<file path="src/rtl/fifo_wr_arbiter.sv">
// fifo_wr_arbiter
//   Shares the single write port of the 24-bit async FIFO between two
//   producers. Each producer requests a burst of N words, and bursts are
//   granted round-robin. Granted data is streamed into winc/wdata and
//   throttled by the FIFO full flag. All logic runs in the CLK write domain.
//
// Ports
//   CLK, RST                write clock, synchronous active-high reset
//   req0/len0/wdata0/valid0 producer 0 request, burst length, data, valid
//   ready0/gnt0/done0       producer 0 beat accept, burst grant, done pulse
//   req1 ... done1          same for producer 1
//   winc, wdata             FIFO write strobe and data (wdata is 0 when idle)
//   wfull                   [1]=full (blocks beats), [0]=almost-full (unused)
//   busy                    high whenever the arbiter is not in IDLE
//   wr_count                free-running count of words written, wraps

module fifo_wr_arbiter #(
    parameter int DW   = 24,
    parameter int LENW = 5,
    parameter int CNTW = 16
) (
    input  logic            CLK,
    input  logic            RST,
    input  logic            req0,
    input  logic [LENW-1:0] len0,
    input  logic [DW-1:0]   wdata0,
    input  logic            valid0,
    output logic            ready0,
    output logic            gnt0,
    output logic            done0,
    input  logic            req1,
    input  logic [LENW-1:0] len1,
    input  logic [DW-1:0]   wdata1,
    input  logic            valid1,
    output logic            ready1,
    output logic            gnt1,
    output logic            done1,
    output logic            winc,
    output logic [DW-1:0]   wdata,
    input  logic [1:0]      wfull,
    output logic            busy,
    output logic [CNTW-1:0] wr_count
);

    typedef enum logic [1:0] {
        S_IDLE,
        S_BURST0,
        S_BURST1,
        S_DONE
    } state_t;

    state_t          r_state;
    logic            r_rr;       // producer preferred when both request
    logic            r_owner;    // producer owning the current burst
    logic [LENW-1:0] r_cnt;      // beats still to transfer
    logic            r_gnt0;
    logic            r_gnt1;
    logic            r_done0;
    logic            r_done1;
    logic            r_busy;
    logic [CNTW-1:0] r_wr_count;

    logic            w_ready0;
    logic            w_ready1;
    logic            w_beat0;
    logic            w_beat1;
    logic            w_beat;
    logic            w_pick1;
    logic [LENW-1:0] w_glen;
    logic [DW-1:0]   w_wdata;
    logic            w_unused_afull;

    // Almost-full is informational only; the arbiter throttles on full alone.
    assign w_unused_afull = wfull[0];

    // Ready is combinational so a beat can issue in the same cycle full drops.
    assign w_ready0 = (r_state == S_BURST0) && !wfull[1];
    assign w_ready1 = (r_state == S_BURST1) && !wfull[1];
    assign w_beat0  = w_ready0 && valid0;
    assign w_beat1  = w_ready1 && valid1;
    assign w_beat   = w_beat0 || w_beat1;

    // Producer 1 wins if it is the only requester or holds the round-robin turn.
    assign w_pick1  = req1 && (!req0 || r_rr);
    assign w_glen   = w_pick1 ? len1 : len0;

    always_comb begin
        w_wdata = '0;
        if (w_beat0) begin
            w_wdata = wdata0;
        end else if (w_beat1) begin
            w_wdata = wdata1;
        end
    end

    always_ff @(posedge CLK) begin
        if (RST) begin
            r_state    <= S_IDLE;
            r_rr       <= 1'b0;
            r_owner    <= 1'b0;
            r_cnt      <= '0;
            r_gnt0     <= 1'b0;
            r_gnt1     <= 1'b0;
            r_done0    <= 1'b0;
            r_done1    <= 1'b0;
            r_busy     <= 1'b0;
            r_wr_count <= '0;
        end else begin
            r_done0 <= 1'b0;
            r_done1 <= 1'b0;
            if (w_beat) begin
                r_wr_count <= r_wr_count + CNTW'(1);
            end
            case (r_state)
                S_IDLE: begin
                    if (req0 || req1) begin
                        r_owner <= w_pick1;
                        r_gnt0  <= !w_pick1;
                        r_gnt1  <= w_pick1;
                        r_busy  <= 1'b1;
                        r_cnt   <= w_glen;
                        // A zero-length burst skips straight to DONE, so the
                        // grant and the done pulse share that single cycle.
                        if (w_glen == '0) begin
                            r_state <= S_DONE;
                            r_done0 <= !w_pick1;
                            r_done1 <= w_pick1;
                        end else begin
                            r_state <= w_pick1 ? S_BURST1 : S_BURST0;
                        end
                    end
                end
                S_BURST0, S_BURST1: begin
                    if (w_beat) begin
                        r_cnt <= r_cnt - LENW'(1);
                        if (r_cnt == LENW'(1)) begin
                            r_state <= S_DONE;
                            r_gnt0  <= 1'b0;
                            r_gnt1  <= 1'b0;
                            r_done0 <= !r_owner;
                            r_done1 <= r_owner;
                        end
                    end
                end
                S_DONE: begin
                    r_state <= S_IDLE;
                    r_busy  <= 1'b0;
                    r_gnt0  <= 1'b0;
                    r_gnt1  <= 1'b0;
                    r_rr    <= !r_owner;
                end
                default: begin
                    r_state <= S_IDLE;
                end
            endcase
        end
    end

    assign ready0   = w_ready0;
    assign ready1   = w_ready1;
    assign gnt0     = r_gnt0;
    assign gnt1     = r_gnt1;
    assign done0    = r_done0;
    assign done1    = r_done1;
    assign winc     = w_beat;
    assign wdata    = w_wdata;
    assign busy     = r_busy;
    assign wr_count = r_wr_count;

endmodule

</file>
<file path="config.mk">
export PLATFORM = sky130hd
export DESIGN_NAME = fifo_wr_arbiter
export DESIGN_NICKNAME = d
export VERILOG_FILES = /design/src/rtl/fifo_wr_arbiter.sv
export SDC_FILE = /design/constraint.sdc
export NUM_CORES = 1
export LEC_CHECK = 0
export ABC_CLOCK_PERIOD_IN_PS = 2610
export BUFFER_PORTS_ARGS = -buffer_cell sky130_fd_sc_hd__buf_2
export CAP_MARGIN = 15
export CORE_MARGIN = 8
export CORE_UTILIZATION = 47
export DETAILED_ROUTE_END_ITERATION = 7
export HOLD_SLACK_MARGIN = 0.08
export PLACE_DENSITY = 0.84
export RECOVER_POWER = 25
export REMOVE_ABC_BUFFERS = 1
export SLEW_MARGIN = 20
export SYNTH_ARGS = -nofsm -noshare
export SYNTH_HDL_FRONTEND = slang
export SYNTH_SLANG_ARGS = --single-unit
</file>
<file path="constraint.sdc">
create_clock -name CLK -period 2.61 [get_ports CLK]
set_input_delay 0.261 -clock CLK [delete_from_list [all_inputs] [get_ports CLK]]
set_output_delay 0.261 -clock CLK [all_outputs]
set_load 0.01 [all_outputs]
</file>
Word-level counts from Yosys, hierarchy flattened
Cells that the tools add are included.
{ "word_totals": {"ff_bits": 30, "inputBits": 66, "out_inout_bits": 48, "wordCells": 70} }
{ "op_classes": {"addsub": 2, "n_eq_ne": 7, "muxes": 30, "reduce_logical": 21} }
{ "ops": {"columns": ["operator", "n"], "rows": [
  ["24-bit two-way mux", 2],
  ["16-bit by 1-bit adder with 16-bit output (second input constant)", 1],
  ["5-bit two-way mux", 3],
  ["1-bit two-way mux", 13],
  ["2-bit two-way mux", 5],
  ["5-bit one-hot mux with 2 select lines", 1],
  ["2-bit != test (second input constant)", 3],
  ["1-bit one-hot mux with 2 select lines", 3],
  ["1-bit one-hot mux with 3 select lines", 2],
  ["2-bit one-hot mux with 3 select lines", 1],
  ["3-bit AND reduction", 2],
  ["5-bit by 1-bit equality test with 1-bit output (second input constant)", 1],
  ["1-bit logical AND", 5],
  ["5-bit logical NOT", 1],
  ["5-bit by 1-bit subtractor with 5-bit output (second input constant)", 1],
  ["2-bit equality test (second input constant)", 2],
  ["1-bit logical NOT", 4],
  ["2-bit AND reduction", 2],
  ["2-bit nonzero test", 2],
  ["1-bit logical OR", 3],
  ["2-bit by 1-bit equality test with 1-bit output (second input constant)", 1],
  ["2-bit logical NOT", 1],
  ["2-bit OR reduction", 1]
]} }

Longest topological paths before layout
{ "depth": {"depth_word": 8, "ltp_mapped": 9, "ltp_nobuf": 6} }

Worst setup path after synthesis
Ideal clock, no wire load.
{ "synth_path": {"path_kind": "flip-flop to output port", "start": "register r_state[1]", "end": "output port wdata[10]", "arrival_ns": 1.679, "required_time_ns": 2.349, "setup_slack_ns": 0.670, "stages_incl_launch_ff": 10, "n_path_buf": 3, "cell_sequence": "dfxtp_1 inv_1 ha_1 nor2b_2 and2_1 buf_6 and3b_1 buf_2 buf_6 a22o_1"} }
{ "synth_via": {"word_cells_on_any_way": 8, "classes_between": "eq/ne: 2; mux: 2; reduce/logical: 4"} }
{ "synth_rtl": {"columns": ["element", "line_no", "text"], "rows": [
  ["start, declared", "52", "state_t r_state;"],
  ["start signal, assigned", "129", "r_state <= w_pick1 ? S_BURST1 : S_BURST0;"],
  ["2-bit by 1-bit equality test with 1-bit output", "77", "assign w_ready0 = (r_state == S_BURST0) && !wfull[1];"],
  ["1-bit logical AND", "77", null],
  ["via ready0", "28", "output logic ready0,"],
  ["1-bit logical AND", "79", "assign w_beat0 = w_ready0 && valid0;"],
  ["24-bit two-way mux", "89", "if (w_beat0) begin"],
  ["end, declared", "39", "output logic [DW-1:0] wdata,"]
]} }
The timed path passes the listed nets, and every way through them passes these cells.

Worst setup path after layout
{ "layout_path": {"start": "register r_state[1]", "end": "output port wdata[2]"} }
{ "layout_via": {"elab_chain_len": 5, "word_cells_on_any_way": 8, "classes_between": "eq/ne: 2; mux: 2; reduce/logical: 4"} }
{ "layout_rtl": {"columns": ["element", "line_no", "text"], "rows": [
  ["2-bit equality test", "78", "assign w_ready1 = (r_state == S_BURST1) && !wfull[1];"],
  ["1-bit logical AND", "78", null],
  ["1-bit logical AND", "80", "assign w_beat1 = w_ready1 && valid1;"],
  ["24-bit two-way mux", "91", "end else if (w_beat1) begin"],
  ["24-bit two-way mux *", "89", null]
]} }
Every way passes the cells marked *; elsewhere a longest branch is shown, timed or not.

==> run_results.csv <==
group,metric,value,unit
run_status,status,"complete, no violations",
critical_path,r2r_slack,0.45,ns
drt,first_pass_iters,4,
placement,gp_congestion,0.850,
sta,maxSlewViolCount,0,
global_route,overflow,0,
yosys,synth_seq_cells,30,
critical_path,path_max_fanout,24,
sta,fmax,430,MHz
placement,placed_area,2530,sq um
final_layout,layout-drive-gt1-share,0.356,
floorplanning,die-area,6530,sq um
critical_path,path_cells,"inv_1, ha_1, nor2b_2, and2_1, and3b_1, buf_4, a22o_1, buf_2",
floorplanning,ioPinCount,114,
floorplanning,rows,23,
floorplanning,start_util,0.490,
global_route,grt_max_degree,34,
drt,wl_per_cell,16.7,microns
clock_network,cts-root-buf,"clkbuf_8",
hold_path,min_to,"r_cnt[1]$_SDFFE_PP0P_",
clock_network,htree_levels,2,
sta,finClkSkew,0.00377,ns
yosys,yosysSeqAreaShare,0.304,
critical_path,crit_path_start_kind,"flop",
drt,avgViaCountPerCell,5.59,
final_layout,final_area,2600,sq um
final_layout,fillCellCount,372,
yosys,netlist_instances,230,
clock_network,numCtsBuffers,5,
yosys,ys_dominant_reg_cell,"dfxtp_1",
drt,drc_errors,0,
clock_network,post_cts_buffers,0,
critical_path,r2r_end,"r_cnt[2]$_SDFFE_PP0P_",
final_layout,finalNetCount,410,
floorplanning,core,4030,sq um
drt,vias,2162,
critical_path,cp_slowest_cell,"dfxtp_1",
drt,postRouteAntennaNets,0,
sta,fin_tns_setup,0,ns
critical_path,r2r_start,"r_state[0]$_SDFFE_PP0P_",
critical_path,crit_arrival,2.07,ns
placement,post-place-ws,0.447,ns
yosys,synth_cell_types,50,
drt,routed_wl,6450,microns
clock_network,cts_tree,"done",
pwr,ir_drop,0.359,mV
clock_network,cts-hold-fix-buffers,0,
clock_network,cts_resized,0,
clock_network,clk_pin_slew,0.06,ns
sta,finalHoldViolCount,0,
sta,min_period,2.33,ns
final_layout,final_cells,387,
job,maxCapViolCount,0,
pwr,p_per_area,724,nW/um^2
yosys,synth_area_per_cell,8.58,sq um
yosys,synthArstFlopShare,0,
yosys,syn_area,1970,sq um
yosys,synth-warning-count,0,
global_route,grt_pass1_wl,9740,microns
sta,setup_ws,0.282,ns
critical_path,r2r.worst_path.cells,6,
final_layout,syn_to_final_growth,31.8,%
final_layout,fin_util,0.646,
sta,slew_headroom,0.476,
placement,dp_cells,379,
sta,finalCritPeriodShare,0.892,
final_layout,antennaDiodeCount,0,
critical_path,cp.required,2.35,ns
clock_network,cts_buffer_depth,2,
global_route,antenna_found_initial,0,
hold_path,min-delay-start,"len0[1]",
final_layout,final_common_cell,"buf_2",
hold_path,min_path_type,"primary input to flop",
clock_network,clk_latency,0.28,ns
final_layout,layout_common_cells,"buf_2 (93), dfxtp_1 (30), a22o_1 (24)",
drt,drt_iter0_drc,106,
critical_path,max_stage_delay,0.36,ns
global_route,grt_pass1_vias,2028,
clock_network,cts_sinks,30,
pwr,p_leak,1.23,nW
yosys,synth_edf_count,0,
critical_path,crit_type,"flop to output port",
floorplanning,fp.dieH,80.8,microns
sta,rsz0062_at_grt,"no",
placement,post-dp-hpwl,5100,microns
sta,tightest_slew,0.785,ns
placement,io_buffers,112,
critical_path,endpoint_kind,"output port",
hold_path,whs_path_depth,3,
sta,finalSetupViolCount,0,
floorplanning,die_w,80.8,microns
global_route,grtUsageTotal,0.186,
## cell usage after synthesis, types with 2 or more instances
master | number | share of area
nand2_1 | 16 | 0.030
nand4_1 | 6 | 0.019
nor2b_1 | 5 | 0.016
a31o_2 | 6 | 0.027
o21ai_0 | 5 | 0.013
buf_2 | 2 | 0.0051
a21oi_1 | 10 | 0.025
o31ai_1 | 3 | 0.011
xnor2_1 | 7 | 0.031
a22o_1 | 24 | 0.11
nand3_1 | 7 | 0.018
nor4_1 | 3 | 0.0095
nand2b_1 | 3 | 0.0095
mux2_2 | 4 | 0.023
inv_1 | 9 | 0.017
and3_1 | 6 | 0.019
a211o_1 | 2 | 0.0089
nor2_1 | 21 | 0.040
buf_6 | 3 | 0.017
nor4_4 | 2 | 0.022
a41o_1 | 2 | 0.010
dfxtp_1 | 30 | 0.30
ha_1 | 8 | 0.051
nor3b_1 | 2 | 0.0076
and2_1 | 2 | 0.0063
o32ai_1 | 5 | 0.022
clkbuf_1 | 9 | 0.017
nor3_1 | 6 | 0.015
## registers in the layout (all words and copies together) (netlist names)
register  cells
r_state       2
done0         1
r_owner       1
busy          1
done1         1
gnt0          1
gnt1          1
r_cnt         5
wr_count     16
r_rr          1
## area by class of cell
type | instances | area (sq um) | area share
multi-input cells | 176 | 1260 | 0.483
flip-flops and latches | 30 | 601 | 0.231
repair buffers | 114 | 552 | 0.212
clock buffers | 6 | 82.6 | 0.0317
well taps | 50 | 62.6 | 0.0241
inverters | 9 | 33.8 | 0.0130
clock inverters | 2 | 12.5 | 0.00481
## power by group
part,internal [mW],switching [mW],total (mW)
Combinational,0.384,0.525,0.909
Sequential,0.529,0.0592,0.588
Clock,0.211,0.176,0.387
## through the flow
| step | hold slack, ns | power [mW] |
|---|---|---|
| floorplan | 0.330 | 1.22 |
| CTS | 0.282 | 1.89 |
| detailed placement | 0.470 | 1.51 |
| finish | 0.285 | 1.88 |
| global placement | 0.464 | 1.47 |
| global route | 0.284 | 2.02 |
## how the worst max path moves through the flow
stage,endpoint,slack [ns],start,cells after the start
after floorplan,wdata[0],0.31,r_state[1]$_SDFFE_PP0P_,6
after global placement,r_cnt[2]$_SDFFE_PP0P_,0.52,r_state[0]$_SDFFE_PP0P_,6
after detailed placement,r_cnt[2]$_SDFFE_PP0P_,0.45,r_state[0]$_SDFFE_PP0P_,6
after CTS,wdata[2],0.26,r_state[1]$_SDFFE_PP0P_,8
after global routing,winc,0.14,r_state[1]$_SDFFE_PP0P_,5
final,wdata[2],0.28,r_state[1]$_SDFFE_PP0P_,8
## critical path, delay by kind of cell, from the launching register on
kind                     cells  cell delay (ns)
adder cells (fa/ha/maj)      1             0.22
flip-flops                   1             0.36
AO/OA/AOI/OAI                1             0.17
buffers and inverters        3             0.50
AND/OR/NAND/NOR              3             0.53
## cell families (layout without fill, tap and decap cells)
group | Yosys count | in the layout | share of synthesized area
compound gates | 68 | 68 | 0.275
mux | 5 | 5 | 0.0279
buf+inv | 24 | 131 | 0.0583
simple gates | 88 | 88 | 0.252
xor+xnor | 7 | 7 | 0.0311
flops | 30 | 30 | 0.304
fa+ha+maj | 8 | 8 | 0.0507
## routing by layer
| metal | wire [microns] | up-vias | GRT usage |
|---|---|---|---|
| met5 | 0 | - | 0 |
| met4 | 68 | 0 | 0.0589 |
| met3 | 688 | 7 | 0.0486 |
| met2 | 3290 | 99 | 0.344 |
| met1 | 2400 | 974 | 0.202 |
| li1 | - | 1082 | - |
Power figures use the tool's default switching activity.
